$ cat config.mk
export PLATFORM = sky130hd
export DESIGN_NAME = alu_arbiter
export DESIGN_NICKNAME = d
export VERILOG_FILES = /design/src/rtl/alu_arbiter.sv
export SDC_FILE = /design/constraint.sdc
export NUM_CORES = 1
export LEC_CHECK = 0
export BUFFER_PORTS_ARGS = -buffer_cell sky130_fd_sc_hd__buf_2
export CORE_MARGIN = 4
export CORE_UTILIZATION = 47
export DETAILED_ROUTE_END_ITERATION = 10
export PLACE_DENSITY = 0.8
export SLEW_MARGIN = 20
export SYNTH_ARGS = -nofsm -noshare
export SYNTH_HDL_FRONTEND = slang
export SYNTH_SLANG_ARGS = --single-unit
$ cat constraint.sdc
create_clock -name i_clk -period 3.7 [get_ports i_clk]
set_input_delay 0.555 -clock i_clk [delete_from_list [all_inputs] [get_ports i_clk]]
set_output_delay 0.555 -clock i_clk [all_outputs]
set_load 0.03 [all_outputs]
$ cat src/rtl/alu_arbiter.sv
// Round-robin arbiter that shares one ALU among NREQ requesters.
// Each grant runs IDLE -> EXEC (ALU_LAT cycles) -> RESP (held until accepted).
module alu_arbiter #(
    parameter int unsigned NREQ    = 3,
    parameter int unsigned ALU_LAT = 1
) (
    input  logic              i_clk,
    input  logic              i_rst_n,
    input  logic [NREQ-1:0]   i_req_valid,
    input  logic [8*NREQ-1:0] i_req_s1,
    input  logic [8*NREQ-1:0] i_req_s2,
    input  logic [3*NREQ-1:0] i_req_func,
    output logic [NREQ-1:0]   o_req_ready,
    output logic [7:0]        o_alu_s1,
    output logic [7:0]        o_alu_s2,
    output logic [2:0]        o_alu_func,
    output logic              o_alu_en,
    input  logic [7:0]        i_alu_result,
    input  logic              i_alu_overflow,
    output logic              o_rsp_valid,
    input  logic              i_rsp_ready,
    output logic [2:0]        o_rsp_id,
    output logic [7:0]        o_rsp_result,
    output logic              o_rsp_overflow
);

    localparam logic [1:0] IDLE = 2'd0;
    localparam logic [1:0] EXEC = 2'd1;
    localparam logic [1:0] RESP = 2'd2;

    logic [1:0] state_q, state_d;
    logic [2:0] ptr_q, ptr_d;
    logic [2:0] grant_q, grant_d;
    logic [1:0] cnt_q, cnt_d;
    logic [7:0] s1_q, s1_d;
    logic [7:0] s2_q, s2_d;
    logic [2:0] func_q, func_d;
    logic [7:0] res_q, res_d;
    logic       ovf_q, ovf_d;

    logic            found;
    logic [2:0]      gidx;
    int unsigned     idx;
    logic [NREQ-1:0] ready;
    logic            alu_en;

    // Search upward from ptr with wrap; first valid bit wins.
    always_comb begin
        found = 1'b0;
        gidx  = '0;
        idx   = 0;
        for (int unsigned i = 0; i < NREQ; i++) begin
            idx = 32'(ptr_q) + i;
            if (idx >= NREQ) idx = idx - NREQ;
            if (!found && i_req_valid[idx]) begin
                found = 1'b1;
                gidx  = 3'(idx);
            end
        end
    end

    always_comb begin
        state_d = state_q;
        ptr_d   = ptr_q;
        grant_d = grant_q;
        cnt_d   = cnt_q;
        s1_d    = s1_q;
        s2_d    = s2_q;
        func_d  = func_q;
        res_d   = res_q;
        ovf_d   = ovf_q;
        ready   = '0;
        alu_en  = 1'b0;
        case (state_q)
            IDLE: begin
                if (found) begin
                    ready[gidx] = 1'b1;
                    s1_d    = i_req_s1[gidx*8 +: 8];
                    s2_d    = i_req_s2[gidx*8 +: 8];
                    func_d  = i_req_func[gidx*3 +: 3];
                    grant_d = gidx;
                    cnt_d   = 2'(ALU_LAT - 1);
                    state_d = EXEC;
                end
            end
            EXEC: begin
                alu_en = 1'b1;
                if (cnt_q == '0) begin
                    res_d   = i_alu_result;
                    ovf_d   = i_alu_overflow;
                    state_d = RESP;
                end else begin
                    cnt_d = cnt_q - 2'd1;
                end
            end
            RESP: begin
                if (i_rsp_ready) begin
                    state_d = IDLE;
                    ptr_d   = (grant_q == 3'(NREQ - 1)) ? '0 : grant_q + 3'd1;
                end
            end
            default: state_d = IDLE;
        endcase
    end

    always_ff @(posedge i_clk) begin
        if (!i_rst_n) begin
            state_q <= IDLE;
            ptr_q   <= '0;
            grant_q <= '0;
            cnt_q   <= '0;
            s1_q    <= '0;
            s2_q    <= '0;
            func_q  <= '0;
            res_q   <= '0;
            ovf_q   <= 1'b0;
        end else begin
            state_q <= state_d;
            ptr_q   <= ptr_d;
            grant_q <= grant_d;
            cnt_q   <= cnt_d;
            s1_q    <= s1_d;
            s2_q    <= s2_d;
            func_q  <= func_d;
            res_q   <= res_d;
            ovf_q   <= ovf_d;
        end
    end

    assign o_req_ready    = ready;
    assign o_alu_en       = alu_en;
    assign o_alu_s1       = s1_q;
    assign o_alu_s2       = s2_q;
    assign o_alu_func     = func_q;
    assign o_rsp_valid    = (state_q == RESP);
    assign o_rsp_id       = grant_q;
    assign o_rsp_result   = res_q;
    assign o_rsp_overflow = ovf_q;

endmodule

==> results of run 1 <==
-- synthesized netlist by cell type (2+ instances only) --
library cell	n	share of area, %
o21a_1	2	0.64
ha_1	9	4.8
o32ai_2	2	1.4
inv_1	16	2.5
dfxtp_1	38	32
nand2b_1	3	0.80
a211o_1	8	3.0
a221o_1	2	0.85
or2b_1	3	0.95
and2_1	3	0.80
nand2_1	27	4.3
buf_6	2	0.95
clkbuf_1	6	0.95
buf_4	6	1.9
nor3b_1	9	2.9
a22oi_1	9	2.9
o221ai_2	9	5.7
inv_2	2	0.32
a211oi_1	4	1.3
a22o_1	10	3.7
a21oi_1	15	3.2
o21ai_0	2	0.42
mux2i_1	3	1.3
nor2b_1	4	1.1
nand3_1	11	2.3
o31ai_1	2	0.64
and3b_1	2	0.74
nor2_1	20	3.2
or3_1	2	0.53
-- registers in the layout (all words and copies together), names as in the netlist --
signal,cells
o_alu_s1,8
cnt_q,2
o_rsp_overflow,1
o_rsp_result,8
o_rsp_id,3
o_alu_func,3
o_alu_s2,8
ptr_q,3
state_q,2
-- power by group through the flow --
| stage | clock network (mW) | logic (mW) | registers, mW |
|---|---|---|---|
| floorplan | 0 | 0.487 | 0.781 |
| global placement | 0 | 0.905 | 0.586 |
| detailed placement | 0 | 0.919 | 0.585 |
| CTS | 0.356 | 0.921 | 0.580 |
| global route | 0.373 | 0.999 | 0.598 |
| finish | 0.351 | 0.919 | 0.582 |
-- critical path: cells and delay by family (launching register included) --
kind	cells	cell delay [ps]
flip-flops	1	350
AO/OA/AOI/OAI	2	450
multiplexers	1	340
buffers and inverters	2	410
AND/OR/NAND/NOR	3	670
adder cells (fa/ha/maj)	1	480
-- through the flow --
step | hold WS, ps | area, sq um | setup slack, ps
final | 459 | 3030 | 163
after global routing | 465 | 3030 | 6.50
after CTS | 459 | 3030 | 152
after detailed placement | 443 | 2920 | 470
after global placement | 441 | 2920 | 549
after floorplan | 464 | 2360 | 88.6
-- layer usage --
layer  up-vias  part of all wire (%)  global-route usage (%)
met5         -                     0                       0
met4         0                  0.84                    5.33
met3         6                   6.8                    5.44
met2        70                    50                    35.8
met1      1117                    42                    24.8
li1       1181                     -                       -
-- cell families after synthesis --
family                     count (synthesis)  synth area share [%]
buffers and inverters                     33                  6.90
adders and majority gates                  9                  4.77
xor gates and xnor gates                   2                 0.743
DFF                                       38                  32.3
and+or+nand+nor                           97                  22.2
AOI/OAI and AO/OA                         81                  30.7
muxes                                      5                  2.39
-- worst paths after layout --
path / start / end / slack (ps) / depth (start not counted)
max: ptr_q[1] / o_req_ready[0] / 160 / 9
min: o_rsp_result[5] / o_rsp_result[5] / 460 / 2
max reg2reg: ptr_q[1] / o_alu_s1[3] / 470 / 9
min reg2reg: o_rsp_result[5] / o_rsp_result[5] / 460 / 2
-- cell type report --
type | count | area (sq um)
Sequential cell | 38 | 761
Clock inverter | 3 | 45.0
Fill cell | 424 | 1750
Tap cell | 67 | 83.8
Clock buffer | 5 | 68.8
Timing Repair Buffer | 112 | 573
Multi-Input combinational cell | 194 | 1440
Inverter | 18 | 67.6
-- cell usage in the layout (no fill, tap or decap), drive strengths merged, types with 10 or more instances in the layout --
cell type    n
nor2        21
nand3       11
a21oi       15
dfxtp       38
nand2       27
buf        112
a22o        10
a211o       10
inv         18
==> impl_metrics.py, run 1 <==
metrics = {
    "clock_tree": {
        "cts_buffers": 5,
        "cts_setup_buffers": 0,
        "clkLatencyLatePin_ps": 290,
        "cts.clk_slew.worst_paths_ps": 70,
        "cts_max_path_buffers": 2,
        "ctsHoldBuffers": 0,
        "cts_tree": "built",
        "clock_sinks": 38,
        "cts_resized": 0,
        "cts_root_buf": "clkbuf_8",
        "cts-htree-levels": 2,
    },
    "global_routing": {
        "antenna_found_initial": 0,
        "grt_pass1_vias": 2330,
        "overflow": 0,
        "grt_max_degree": 20,
        "grt_pass1_wl_um": 10600,
        "track_usage_pct": 20.4,
    },
    "synthesis": {
        "synth-seq-area-share_pct": 32.3,
        "ys_types": 63,
        "synth_nets": 346,
        "ys_seq_elements": 38,
        "synthesis.area_sq_um": 2360,
        "synthesis.instances": 265,
        "syn_area_per_cell_sq_um": 8.90,
        "synth_flop_cell": "dfxtp_1",
        "ys_warn_count": 0,
        "async_reset_ff_share_pct": 0,
        "synth_edf_count": 0,
    },
    "floorplanning": {
        "die_h_um": 78.8,
        "start_util_pct": 49.3,
        "die_area_sq_um": 6220,
        "io_pins": 108,
        "dieWidth_um": 78.8,
        "core_sq_um": 4790,
        "fp-row-count": 25,
    },
    "outcome": {
        "status": "finished clean",
    },
    "power_and_ir_drop": {
        "p_total_mw": 1.85,
        "seqPwrFrac_pct": 31.4,
        "leakage_nw": 1.47,
        "swShare_pct": 43.6,
        "p_switching_mw": 0.807,
        "combPwrFrac_pct": 49.6,
        "cellPowerDensity_nw_per_um2": 610,
        "ir_worst_vdd_mv": 0.412,
        "p_int_mw": 1.04,
        "pwr-share-clk_pct": 19.0,
    },
    "sta": {
        "tightestPinTransition_ps": 761,
        "hold_violations": 0,
        "drv_slew": 0,
        "rsz0062_at_grt": "false",
        "finalCritPeriodShare_pct": 95.6,
        "slew_headroom_pct": 49.1,
        "finalCriticalPeriod_ps": 3540,
        "fmax_mhz": 283,
        "setup_viol": 0,
        "fin_setup_tns_ps": 0,
        "clock-skew-final_ps": 6.76,
    },
    "cells_and_area": {
        "drive_above_1_share_pct": 40.0,
        "fin_cells": 437,
        "syn2layout_area_growth_pct": 28.6,
        "antennaDiodeCount": 0,
        "final_nets": 450,
        "fin_util_pct": 63.4,
    },
    "hold_path": {
        "holdCritPathClass": "register to register",
    },
    "place": {
        "dp_cells": 429,
        "dp_hpwl_um": 4910,
        "io_buffers": 107,
        "gp_congestion": 0.864,
    },
    "setup_path": {
        "worstPathRequired_ps": 3140,
        "crit_type": "register to output port",
        "worst_path_max_delay_cell": "ha_1",
        "worst_setup_path_end_kind": "output port",
        "arrival_ps": 2980,
        "critical_path.max_fanout": 12,
        "crit_chain": "buf_4 -> ha_1 -> mux2_4 -> a32oi_2 -> and3b_1 -> o2111a_1 -> or2_4 -> nor3_1 -> buf_2",
        "start_kind": "register",
        "max_stage_delay_ps": 480,
    },
    "routing": {
        "wire_per_inst_um": 14.5,
        "drt_iter0_drc": 107,
        "drt-pass1-iter-count": 4,
        "ant_nets": 0,
        "drt-total-wl_um": 6340,
        "vias_per_cell": 5.43,
        "dr_total_vias": 2374,
        "drcViolationCount": 0,
    },
    "flow_run": {
        "max_cap_violations": 0,
    },
}
No activity file was read; power rests on OpenSTA's default activity.
==> run 2: changes to the inputs <==
PLACE_DENSITY = default   (was 0.8)
PLACE_DENSITY_LB_ADDON = 0.08   (was default)
==> run 2 against run 1 <==
  * Die area unchanged
  * Global-route usage shrank 0.85 points
  * Via count is 2.8% lower
  * Final cell count unchanged
  * Utilization up 0.31 points
  * Critical path depth increased by 1
  * Sequential cell count is the same
  * Final area rose by 0.49%
  * Combinational power is 0.8% higher
  * Worst hold slack worse by 3.5 ps
==> impl_metrics.py, run 2 (same netlist as run 1, synthesis figures left out) <==
metrics = {
    "floorplanning": {
        "io_pins": 108,
        "die_h_um": 78.8,
        "dieWidth_um": 78.8,
        "die_area_sq_um": 6220,
        "core_sq_um": 4790,
        "fp-row-count": 25,
        "start_util_pct": 49.3,
    },
    "clock_tree": {
        "clock_sinks": 38,
        "cts_max_path_buffers": 2,
        "clkLatencyLatePin_ps": 290,
        "cts-htree-levels": 2,
        "cts.clk_slew.worst_paths_ps": 80,
        "cts_setup_buffers": 0,
        "cts_buffers": 5,
        "cts_root_buf": "clkbuf_8",
        "cts_tree": "built",
    },
    "power_and_ir_drop": {
        "p_int_mw": 1.05,
        "p_switching_mw": 0.807,
        "cellPowerDensity_nw_per_um2": 610,
        "ir_worst_vdd_mv": 0.339,
        "swShare_pct": 43.4,
        "combPwrFrac_pct": 49.8,
        "leakage_nw": 1.47,
        "seqPwrFrac_pct": 31.2,
        "pwr-share-clk_pct": 19.0,
    },
    "setup_path": {
        "worstPathRequired_ps": 3140,
        "worst_setup_path_end_kind": "output port",
        "start_kind": "register",
        "crit_type": "register to output port",
        "arrival_ps": 2920,
        "critical_path.max_fanout": 7,
    },
    "global_routing": {
        "overflow": 0,
        "antenna_found_initial": 0,
        "track_usage_pct": 19.6,
        "grt_max_degree": 20,
        "grt_pass1_wl_um": 10000,
        "grt_pass1_vias": 2212,
    },
    "sta": {
        "finalCritPeriodShare_pct": 94.0,
        "slew_headroom_pct": 46.1,
        "drv_slew": 0,
        "fmax_mhz": 288,
        "hold_violations": 0,
        "rsz0062_at_grt": "false",
        "fin_setup_tns_ps": 0,
        "finalCriticalPeriod_ps": 3480,
        "setup_viol": 0,
        "tightestPinTransition_ps": 807,
        "clock-skew-final_ps": 4.92,
    },
    "place": {
        "placed_cell_area_sq_um": 2920,
        "gp_congestion": 0.873,
        "io_buffers": 107,
        "dp_hpwl_um": 4610,
    },
    "cells_and_area": {
        "nFillCells": 444,
        "antennaDiodeCount": 0,
        "final_nets": 450,
        "ff_latch_area_sq_um": 761,
        "multi_input_area_sq_um": 1450,
        "final_area_sq_um": 3050,
        "drive_above_1_share_pct": 40.8,
        "mostFrequentLayoutCells": "buf_2 (106), dfxtp_1 (38), nand2_1 (27)",
        "final_common_cell": "buf_2",
        "syn2layout_area_growth_pct": 29.3,
    },
    "outcome": {
        "status": "finished clean",
    },
    "routing": {
        "dr_wl_met2_um": 2830,
        "wl_met1_um": 2640,
        "drt_iter0_drc": 92,
        "vias_per_cell": 5.28,
        "ant_nets": 0,
        "dr_total_vias": 2308,
        "wl_met3_um": 560,
        "top_layer": "met4",
        "wire_per_inst_um": 14.0,
        "drt-total-wl_um": 6100,
        "drt-pass1-iter-count": 4,
        "drcViolationCount": 0,
    },
    "flow_run": {
        "max_cap_violations": 0,
    },
    "hold_path": {
        "holdCritPathClass": "register to register",
    },
}
run 2: path summary, 6_finish.rpt:
check / startpoint / endpoint / slack (ps) / cells past startpoint
worst max-delay path: ptr_q[1] / o_req_ready[0] / 220 / 10
worst min register to register: o_rsp_result[7] / o_rsp_result[7] / 460 / 2
worst min-delay path: o_rsp_result[7] / o_rsp_result[7] / 460 / 2
worst max register to register: ptr_q[1] / o_alu_s1[1] / 420 / 11
run 2: final cells by class:
type / instances / area share, %
clock buffer: 5 / 2.26
clock inverter: 3 / 1.48
inverter: 18 / 2.22
multi-input combinational: 194 / 47.5
sequential: 38 / 24.9
tap: 67 / 2.75
timing repair buffer: 112 / 18.9
run 2: metal layers:
layer / GRT usage (%) / vias up
li1: - / 1179
met1: 24.4 / 1043
met2: 32.5 / 78
met3: 6.92 / 8
met4: 4.47 / 0
met5: 0 / -
run 2: repair_timing:
action                                  in CTS  in global routing
endpoints found under the setup margin       0                  3
hold buffers                                 0                  0
gates resized for setup                      0                  4
run 2: worst max-delay path, stage by stage (launching register included):
cell and delay (ps):
dfxtp_1 390, ha_1 190, inv_1 50, ha_1 320, or2_1 270, o31a_1 270
a211o_4 310, a2111o_1 470, nand3_2 140, nor3_2 60, buf_4 180
run 2: power by group through the flow:
stage | Combinational (mW) | Clock [mW] | Sequential (mW)
2_1_floorplan | 0.487 | 0 | 0.781
6_report | 0.926 | 0.353 | 0.580
5_1_grt | 1.00 | 0.383 | 0.593
3_3_place_gp | 0.913 | 0 | 0.586
3_5_place_dp | 0.920 | 0 | 0.585
4_1_cts | 0.922 | 0.362 | 0.579
run 2: metrics by stage:
stage          utilization, %  hold slack, ps  worst slack (ps)  cells  power, mW
5_1_grt                  63.7             452              47.9    437       1.98
6_report                 63.7             456               223    437       1.86
4_1_cts                  63.4             453               152    437       1.86
3_3_place_gp             61.0             439               539    429       1.50
2_1_floorplan               -             464              88.6    265       1.27
3_5_place_dp             61.0             444               454    429       1.50
==> run 3: changes to the inputs <==
CORE_ASPECT_RATIO = 0.9   (was default)
==> run 3 against run 2 <==
  * Sequential share of layout area increased by 0.28 points
  * Wire length increased by 0.64%
  * Largest power group unchanged
  * Critical endpoint unchanged
  * Clock power decreased by 20%
  * Sequential power about the same
  * Power decreased by 4.0%
  * Non-clock buffer count unchanged
  * Worst hold slack got worse by 3.1 ps
  * Die area about the same
  * Register-to-register slack improved by 50 ps
  * Utilization decreased by 1.6 points
==> impl_metrics.py, run 3 (same netlist as run 1, synthesis figures left out) <==
metrics = {
    "cells_and_area": {
        "nFillCells": 475,
        "mostFrequentLayoutCells": "buf_2 (107), dfxtp_1 (37), nand2_1 (27)",
        "fin_util_pct": 62.1,
        "final_area_sq_um": 3020,
        "final_common_cell": "buf_2",
        "drive_above_1_share_pct": 40.5,
        "antennaDiodeCount": 0,
        "multi_input_area_sq_um": 1450,
        "final_nets": 450,
        "fin_cells": 433,
        "ff_latch_area_sq_um": 762,
        "syn2layout_area_growth_pct": 28.1,
    },
    "floorplanning": {
        "die_area_sq_um": 6220,
        "fp-row-count": 24,
        "start_util_pct": 48.5,
        "io_pins": 108,
        "core_sq_um": 4860,
        "dieWidth_um": 82.7,
        "die_h_um": 75.2,
    },
    "flow_run": {
        "max_cap_violations": 0,
    },
    "setup_path": {
        "max_stage_delay_ps": 460,
        "worst_setup_path_end_kind": "output port",
        "worstPathRequired_ps": 3140,
        "critical_path.max_fanout": 7,
        "reg2reg_from": "ptr_q[0]",
        "crit_type": "register to output port",
        "start_kind": "register",
        "crit_chain": "ha_1 -> inv_1 -> ha_1 -> or2_1 -> o31a_1 -> a211o_4 -> a2111o_1 -> nand3_1 -> nor3_1 -> buf_2",
        "cpMostUsedCell": "ha_1",
        "crit_start": "ptr_q[0]",
        "arrival_ps": 2960,
        "worst_path_max_delay_cell": "a2111o_1",
    },
    "global_routing": {
        "grt_pass1_wl_um": 9390,
        "grt_pass1_vias": 2032,
        "antenna_found_initial": 0,
        "grt_max_degree": 20,
        "track_usage_pct": 19.2,
        "overflow": 0,
    },
    "routing": {
        "ant_nets": 0,
        "drt-total-wl_um": 6140,
        "drcViolationCount": 0,
        "drt_iter0_drc": 83,
        "vias_per_cell": 5.35,
        "drt-pass1-iter-count": 4,
        "wire_per_inst_um": 14.2,
        "dr_total_vias": 2318,
    },
    "sta": {
        "tightestPinTransition_ps": 840,
        "drv_slew": 0,
        "slew_headroom_pct": 43.9,
        "clock-skew-final_ps": 4.95,
        "fin_ws_ps": 183,
        "hold_violations": 0,
        "finalCriticalPeriod_ps": 3520,
        "finalCritPeriodShare_pct": 95.1,
        "fmax_mhz": 284,
        "rsz0062_at_grt": "false",
        "hold-worst-slack_ps": 453,
        "setup_viol": 0,
        "fin_setup_tns_ps": 0,
    },
    "clock_tree": {
        "cts_root_buf": "clkbuf_8",
        "cts-htree-levels": 2,
        "clock_sinks": 38,
        "cts_max_path_buffers": 2,
        "ctsHoldBuffers": 0,
        "cts_buffers": 5,
        "cts_tree": "built",
        "clkLatencyLatePin_ps": 280,
        "cts.clk_slew.worst_paths_ps": 70,
    },
    "place": {
        "dp_slack_ps": 456,
        "dp_cells": 427,
        "placed_cell_area_sq_um": 2920,
        "gp_congestion": 0.811,
        "io_buffers": 107,
        "dp_hpwl_um": 4630,
    },
    "power_and_ir_drop": {
        "p_total_mw": 1.78,
        "cellPowerDensity_nw_per_um2": 590,
        "leakage_nw": 1.46,
        "ir_worst_vdd_mv": 0.347,
    },
    "hold_path": {
        "holdCritPathClass": "register to register",
        "hold_start": "o_rsp_result[2]",
    },
    "outcome": {
        "status": "finished clean",
    },
}
## run 3: area by class of cell
class | count | share of cell area (%)
Sequential cell | 38 | 25.2
Multi-Input combinational cell | 194 | 48.1
Tap cell | 65 | 2.69
Timing Repair Buffer | 112 | 19.0
Clock buffer | 6 | 2.73
Inverter | 18 | 2.24
## run 3: per-layer routing
metal,wire (um),global-route usage (%)
met3,549,7.06
met4,48,4.54
met2,2860,29.4
met5,0,0
met1,2670,26.0
## run 3: final timing paths
kind                                        end  slack [ps]  depth (start not counted)
worst max register to register      o_alu_s2[3]         470                         11
worst min-delay path            o_rsp_result[2]         450                          2
worst max-delay path             o_req_ready[0]         180                         10
worst min register to register  o_rsp_result[2]         450                          2
## run 3: timing repair
item | in CTS | in global routing
resized for setup | 0 | 4
setup buffers | 0 | 0
setup endpoints to repair | 0 | 2
## run 3: critical path: cells and delay by family (launching register included)
kind / cells / cell delay (ps)
adder cells (fa/ha/maj): 2 / 500
buffers and inverters: 2 / 240
AO/OA/AOI/OAI: 3 / 1040
flip-flops: 1 / 390
AND/OR/NAND/NOR: 3 / 530
## run 3: power breakdown
group          total [mW]  switching [mW]  leakage [nW]  internal [mW]
combinational       0.922           0.592          1.10          0.330
clock               0.282           0.138        0.0431          0.144
sequential          0.580          0.0619         0.313          0.518
